File: src/rtl/riscv_pkg.sv
// rtl/riscv_pkg.sv - shared RISC-V constants and fetch FSM state encoding
package riscv_pkg;

  localparam int XLEN = 32;

  localparam logic [XLEN-1:0] NOP_INSTR    = 32'h0000_0013;
  localparam logic [XLEN-1:0] RESET_VECTOR = 32'h0000_0000;
  localparam logic [XLEN-1:0] PC_MASK      = 32'hFFFF_FFFC;

  typedef enum logic [1:0] {
    FS_REQ  = 2'd0,
    FS_WAIT = 2'd1,
    FS_HOLD = 2'd2,
    FS_DROP = 2'd3
  } fetch_state_e;

endpackage

File: src/rtl/fetch_stage.sv
// rtl/fetch_stage.sv - single-outstanding instruction fetch with redirect handling
module fetch_stage
  import riscv_pkg::*;
#(
  parameter logic [XLEN-1:0] RESET_PC = RESET_VECTOR
) (
  input  logic            clk,
  input  logic            rst,
  output logic            imem_req_valid,
  input  logic            imem_req_ready,
  output logic [XLEN-1:0] imem_addr,
  input  logic            imem_rsp_valid,
  input  logic [XLEN-1:0] imem_rsp_data,
  output logic            instr_valid,
  input  logic            instr_ready,
  output logic [XLEN-1:0] instruction,
  output logic [XLEN-1:0] instr_pc,
  input  logic            redirect_valid,
  input  logic [XLEN-1:0] redirect_pc
);

  fetch_state_e    state;
  fetch_state_e    state_d;
  logic [XLEN-1:0] pc;
  logic [XLEN-1:0] pc_d;
  logic            capture;
  logic            clear_valid;

  always_ff @(posedge clk or negedge rst) begin
    if (!rst) begin
      state <= FS_REQ;
    end else begin
      state <= state_d;
    end
  end

  // Redirect outranks every other event; the response it collides with is thrown away.
  always_comb begin
    state_d = state;
    unique case (state)
      FS_REQ: begin
        if (redirect_valid) begin
          state_d = imem_req_ready ? FS_DROP : FS_REQ;
        end else if (imem_req_ready) begin
          state_d = FS_WAIT;
        end
      end
      FS_WAIT: begin
        if (imem_rsp_valid) begin
          state_d = redirect_valid ? FS_REQ : FS_HOLD;
        end else if (redirect_valid) begin
          state_d = FS_DROP;
        end
      end
      FS_HOLD: begin
        if (redirect_valid || instr_ready) begin
          state_d = FS_REQ;
        end
      end
      FS_DROP: begin
        if (imem_rsp_valid) begin
          state_d = FS_REQ;
        end
      end
      default: state_d = FS_REQ;
    endcase
  end

  always_comb begin
    imem_req_valid = rst && (state == FS_REQ);
    imem_addr      = pc;
    pc_d           = pc;
    capture        = 1'b0;
    clear_valid    = 1'b0;
    if (redirect_valid) begin
      pc_d        = redirect_pc & PC_MASK;
      clear_valid = 1'b1;
    end else if ((state == FS_WAIT) && imem_rsp_valid) begin
      pc_d    = pc + 32'd4;
      capture = 1'b1;
    end else if ((state == FS_HOLD) && instr_ready) begin
      clear_valid = 1'b1;
    end
  end

  always_ff @(posedge clk or negedge rst) begin
    if (!rst) begin
      pc          <= RESET_PC & PC_MASK;
      instr_valid <= 1'b0;
      instruction <= NOP_INSTR;
      instr_pc    <= '0;
    end else begin
      pc <= pc_d;
      if (capture) begin
        instruction <= imem_rsp_data;
        instr_pc    <= pc;
        instr_valid <= 1'b1;
      end else if (clear_valid) begin
        instr_valid <= 1'b0;
      end
    end
  end

endmodule

File: config.mk
export PLATFORM = sky130hd
export DESIGN_NAME = fetch_stage
export DESIGN_NICKNAME = d
export VERILOG_FILES = /design/src/rtl/riscv_pkg.sv /design/src/rtl/fetch_stage.sv
export SDC_FILE = /design/constraint.sdc
export NUM_CORES = 1
export LEC_CHECK = 0
export BUFFER_PORTS_ARGS = -buffer_cell sky130_fd_sc_hd__buf_4
export CAP_MARGIN = 10
export CORE_AREA = 2 2 101 103
export CTS_CLUSTER_SIZE = 40
export DETAILED_ROUTE_END_ITERATION = 8
export DIE_AREA = 0 0 103 105
export PLACE_DENSITY_LB_ADDON = 0.12
export SLEW_MARGIN = 25
export SYNTH_ARGS = -nofsm -noshare
export SYNTH_HDL_FRONTEND = slang
export SYNTH_SLANG_ARGS = --single-unit
File: constraint.sdc
create_clock -name clk -period 3 [get_ports clk]
set_clock_uncertainty 0.1 [all_clocks]
set_input_delay 0.3 -clock clk [delete_from_list [all_inputs] [get_ports clk]]
set_output_delay 0.3 -clock clk [all_outputs]
set_load 0.01 [all_outputs]
== Yosys cells after proc, flatten, opt, wreduce, memory -nomap -nowiden ==
Index checks and enable logic that the tools add are counted.
Widths: inputs -> output; s select.

* Bits of input ports: 70
* Flip-flop bits (word level): 99
* Word-level logic and storage cells: 39
* Output and inout port bits: 98

* Reduce and logical (&&, ||, !) cells: 8
* Equal/unequal tests: 7
* Add/subtract/negate cells: 1
* Muxes and demuxes: 18

{| class="wikitable"
|+ Operators by type and width
! cell !! number
|-
| $mux 32 || 2
|-
| $add 32x3->32 const B || 1
|-
| $mux 2 || 8
|-
| $pmux 2 s4 || 1
|-
| $mux 1 || 7
|-
| $ne 3x3->1 const B || 2
|-
| $eq 2x2->1 const B || 2
|-
| $ne 2x2->1 const B || 2
|-
| $reduce_and 4->1 || 1
|-
| $reduce_bool 2->1 || 2
|-
| $logic_and 1x1->1 || 3
|-
| $eq 2x1->1 const B || 1
|-
| $logic_not 2->1 || 1
|-
| $logic_or 1x1->1 || 1
|}

== Logic depth before layout (Yosys ltp) ==
* Depth in word-level cells: 7
* Mapped depth: 7
* Gate-level depth less buffers: 5

== Worst setup path after synthesis ==
No wires, ideal clock.

* Path type: reg-to-reg
* From: register pc[2], in the netlist imem_addr[2]
* To: register pc[28], in the netlist imem_addr[28]
* Path buffers: 1
* Setup slack: 0.801 ns
* Required time: 2.818 ns
* Arrival: 2.017 ns
* Library setup time: 0.082 ns
* Period minus slack after synthesis: 2.199 ns
* Stages on the path, launching flop included: 7
* Cells stage by stage: dfrtp_1 > ha_1 > inv_1 > or4_1 > clkbuf_1 > or4_1 > a31oi_1

* Word-level cells in the longest chain between the ends: 3

{| class="wikitable"
|+ RTL lines
! element !! line !! text
|-
| start: declaration || fetch_stage.sv:24 || <nowiki>logic [XLEN-1:0] pc;</nowiki>
|-
| start signal: assignment || fetch_stage.sv:88 || <nowiki>pc <= RESET_PC & PC_MASK;</nowiki>
|-
| start signal: assignment || fetch_stage.sv:93 || <nowiki>pc <= pc_d;</nowiki>
|-
| $add 32x3->32 || fetch_stage.sv:79 || <nowiki>pc_d = pc + 32'd4;</nowiki>
|-
| $mux 32 || fetch_stage.sv:78 || <nowiki>end else if ((state == FS_WAIT) && imem_rsp_valid) begin</nowiki>
|-
| $mux 32 || fetch_stage.sv:75 || <nowiki>if (redirect_valid) begin</nowiki>
|}

Every way passes these cells. The select of a mux whose other input is x is not followed.
A chain may end at the register's enable or synchronous reset.

== Final worst setup path ==
* From: register state[0]
* To: register pc[31], in the netlist imem_addr[31]

* Word-level cells in the longest chain between the ends: 3

{| class="wikitable"
|+ RTL lines
! element !! line !! text
|-
| start: declaration || fetch_stage.sv:22 || <nowiki>fetch_state_e state;</nowiki>
|-
| start signal: assignment || fetch_stage.sv:33 || <nowiki>state <= state_d;</nowiki>
|-
| $eq 2x1->1 || fetch_stage.sv:78 ||
|-
| $logic_and 1x1->1 || fetch_stage.sv:78 ||
|-
| $reduce_bool 2->1 (no line) || - ||
|}

Every way passes these cells.

==> flow_summary.rst <==
.. list-table::
   :header-rows: 1

   * - Metric
     - Value
   * - Worst stage delay on the critical path
     - 0.69 ns
   * - Antenna diode count
     - 0
   * - Per-cell routed wire length
     - 15.65 um
   * - Slew at the pin with the worst max-slew slack
     - 0.6695 ns
   * - First-pass iteration count of the detailed router
     - 4
   * - CTS tree
     - built
   * - Slowest cell on the critical path
     - or4_1
   * - Combinational cell fraction of total power
     - 0.365
   * - Share of async-settable or async-resettable flops after synthesis
     - 1.000
   * - Post-DRT Antenna Nets
     - 0
   * - Total global-route track usage
     - 0.1931
   * - Unrepaired setup endpoints after global routing
     - false
   * - Antenna violations before repair
     - 0
   * - Required time at the endpoint of the critical path
     - 3.18 ns
   * - Path depth of the worst reg2reg path
     - 4
   * - H-tree depth
     - 3
   * - Max-Slew Margin vs Limit
     - 0.5495
   * - Least setup slack across all paths after layout
     - 0.6233 ns
   * - Count of input and output buffers
     - 161
   * - Die Width
     - 103 um
   * - Post-synthesis share of cell area spent on xor and xnor gates
     - 0.02458
   * - Vias per cell
     - 5.132
   * - Number of DRC violations after detailed routing
     - 0
   * - Complex-gate fraction of the synthesized area
     - 0.07285
   * - Max-cap check violation count
     - 0
   * - TritonCTS Buffers
     - 9
   * - Avg Cell Area, Syn
     - 11.88 um2
   * - Routability cong.
     - 0.7421
   * - Number of core rows
     - 36
   * - Status
     - finished, final reports clean
   * - Leakage component of the power
     - 0.002608 uW
   * - Final clock period utilization by the worst path
     - 0.7922
   * - Prevailing post-synth register cell
     - dfrtp_1
   * - Shortest clock period the worst path allows after layout
     - 2.377 ns
   * - Half-perimeter wire length of the detailed placement result
     - 7377 um
   * - Fin. max-slew vios
     - 0
   * - Worst path cell trace
     - nand4b_4 -> or4_1 -> or4_1 -> a31oi_1
   * - Number of I/O pins
     - 168
   * - Arrival time worst endpoint
     - 2.55 ns
   * - Power share of the sequential group
     - 0.435
   * - Reg-to-reg endpoint
     - imem_addr[31]
   * - Most common cell in the synthesized netlist
     - dfrtp_1
   * - Mux share of post-synthesis cell area
     - 0.1703
   * - Area fraction of the dominant cell type after synthesis
     - 0.5383
   * - Highest net fanout along the worst path
     - 10
   * - Synth Warn #
     - 0
   * - Final design utilization
     - 0.6014
   * - Endpoint class of the critical path
     - flop
   * - Simple logic cell fraction of the synthesized area
     - 0.1340
   * - Logic depth of the worst path, buffers included
     - 4
   * - Commonest cells post-synth
     - 92 x dfrtp_1, 62 x mux2_2, 29 x nand2_1
   * - Leading cell types by total area after synthesis
     - dfrtp_1 54%, mux2_2 16%, or4_1 2.6%, nand2_1 2.5%, o31ai_1 2.3%
   * - Die area
     - 10,820 um2
   * - Internal power
     - 3318 uW
   * - Number of buffer and inverter instances along the worst setup path
     - 0
   * - Pin count of the biggest net entering global routing
     - 49
   * - Final hold violations
     - 0
   * - Total routed wirelength
     - 10,220 um
   * - Cell type with the highest aggregate area in the netlist
     - dfrtp_1
   * - Share of post-route cells with drive strength above 1
     - 0.4788
   * - FF-to-FF Start
     - state[0]
   * - Number of instances in the synthesized netlist
     - 360
   * - Initial standard-cell utilization of the core
     - 0.4437
   * - Final nets
     - 586
   * - Number of violations reported at the end of detailed-routing iteration 0
     - 128
   * - Worst hold stages
     - 3
   * - Clk sinks
     - 95
   * - HP Start
     - redirect_pc[13]
   * - Power share of the clock group
     - 0.200
   * - Most common cell type on the critical path
     - or4_1
   * - Total negative setup slack
     - 0 ns
   * - Post-CTS Setup Bufs
     - 0
   * - Setup slack at placement
     - 0.6601 ns
   * - Worst-skew pair later-pin latency
     - 0.36 ns
   * - Number of vias after detailed routing
     - 3,351
   * - Clock slew at the register clock pins of the worst setup and hold paths
     - 0.09 ns
   * - Combinational family with the most area after synthesis
     - multiplexers
   * - Number of enable-type register cells in the synthesized netlist
     - 0
   * - Setup Viol. Count Final
     - 0
   * - Achievable clock frequency
     - 0.4208 GHz
   * - Arithmetic-cell share of the synthesized area counting full adders, half adders and majority gates
     - 0.002926
   * - Synthesized area
     - 4277 um2
   * - Library cell used as clock root buffer
     - clkbuf_8
   * - Wire length of the first global-routing pass
     - 16,280 um
   * - Area Overhead vs Synth
     - 35.55%
   * - Kind of start point of the critical path
     - flop
   * - Post-synthesis sequential area ratio
     - 0.5568
   * - Sink of the worst hold path
     - imem_addr[13]
   * - Via count of the first global-routing pass
     - 3,185
   * - R2R Setup Slk
     - 0.62 ns
   * - Switching share of power
     - 0.3029
   * - Die height
     - 105 um
   * - Worst min path class
     - input pin to flop
   * - Crit path kind
     - flop to flop
   * - Total of flip-flops plus latches after synthesis
     - 95
   * - Largest delay share family, worst path
     - simple AND/OR/NAND/NOR gates
   * - Area of the placeable core
     - 9639 um2
   * - Power per cell area
     - 821.1 nW/um2
   * - Switching Power
     - 1442 uW
   * - Residual overflow from global routing
     - 0
   * - Worst vdd ir
     - 0.4556 mV
   * - Buffers from clock root to sink, at most
     - 2
   * - Post-synth cell types
     - 40
-- area by class of cell --
| class | count | area [um2] |
|---|---|---|
| Timing Repair Buffer | 167 | 1256 |
| Multi-Input combinational cell | 236 | 1747 |
| Fill cell | 872 | 3842 |
| Inverter | 6 | 22.52 |
| Sequential cell | 95 | 2381 |
| Clock inverter | 3 | 65.06 |
| Tap cell | 133 | 166.4 |
| Clock buffer | 13 | 158.9 |
-- registers in the layout, summed over array words and instances (netlist names) --
register,flops
imem_addr,30
instr_pc,30
instr_valid,1
state,2
instruction,32
-- per-layer routing --
layer / part of all wire / global-route usage / vias to the layer above / wire [um]
met5: 0 / 0 / - / 0
met4: 0.017 / 0.06579 / 0 / 170
met3: 0.053 / 0.03813 / 14 / 544
met2: 0.50 / 0.3061 / 96 / 5074
met1: 0.43 / 0.2634 / 1634 / 4428
li1: - / - / 1607 / -
-- worst max-delay path by stage --
| stage | from | slack [ns] | endpoint |
|---|---|---|---|
| final | state[0] | 0.62 | imem_addr[31] |
| after global routing | state[0] | 0.44 | imem_addr[31] |
| after CTS | state[0] | 0.62 | imem_addr[31] |
| after floorplan | imem_addr[2] | 0.80 | imem_addr[28] |
| after detailed placement | state[0] | 0.66 | imem_addr[31] |
| after global placement | imem_addr[2] | 0.70 | imem_addr[28] |
-- power by group through the flow --
stage	sequential [uW]	combinational (uW)	clock (uW)
6_report	2070	1740	952
5_1_grt	2140	1880	1020
2_1_floorplan	2270	619	0
3_3_place_gp	2070	1740	0
3_5_place_dp	2100	1770	0
4_1_cts	2080	1770	971
-- tightest hold or removal path, cell delays in order --
cell and delay (ns):
buf_4 0.07, nand2_1 0.04, o21ai_0 0.06
-- stage by stage --
stage                     instances  hold WS, ns  cell area, um2  power (uW)
after detailed placement        636      0.05055            5563        3873
final                           653      0.04320            5797        4760
after global placement          636      0.04960            5563        3813
after CTS                       653      0.03439            5797        4821
after floorplan                 363     -0.09559            4288        2892
after global routing            653      0.05282            5797        5033
-- timing repair --
action | CTS | global route
setup endpoints to repair | 0 | 0
hold endpoints to repair | 8 | 0
hold buffers | 1 | 0
resized for setup | 0 | 0
-- cells by family after synthesis --
| kind of cell | count (synthesis) |
|---|---|
| and+or+nand+nor | 105 |
| DFF | 95 |
| muxes | 65 |
| AOI/OAI and AO/OA | 49 |
| buffers and inverters | 32 |
| xor gates and xnor gates | 12 |
| adders and majority gates | 1 |
| other | 1 |
-- cells in the final DEF, fill, tap and decap left out, types with 3 or more instances in the layout --
| master | n |
|---|---|
| a21oi_1 | 3 |
| a31oi_1 | 15 |
| and3_1 | 3 |
| buf_4 | 166 |
| clkbuf_8 | 11 |
| conb_1 | 4 |
| dfrtp_1 | 92 |
| dfstp_2 | 3 |
| inv_1 | 6 |
| mux2_2 | 62 |
| mux2i_1 | 3 |
| nand2_1 | 29 |
| nand3_1 | 10 |
| nand4_1 | 7 |
| nor2_1 | 19 |
| nor3_1 | 5 |
| nor4_1 | 4 |
| o21ai_0 | 14 |
| o31ai_1 | 13 |
| or4_1 | 15 |
| xnor2_1 | 8 |
| xor2_1 | 4 |
Note: power is estimated with default switching activity, not from simulation.
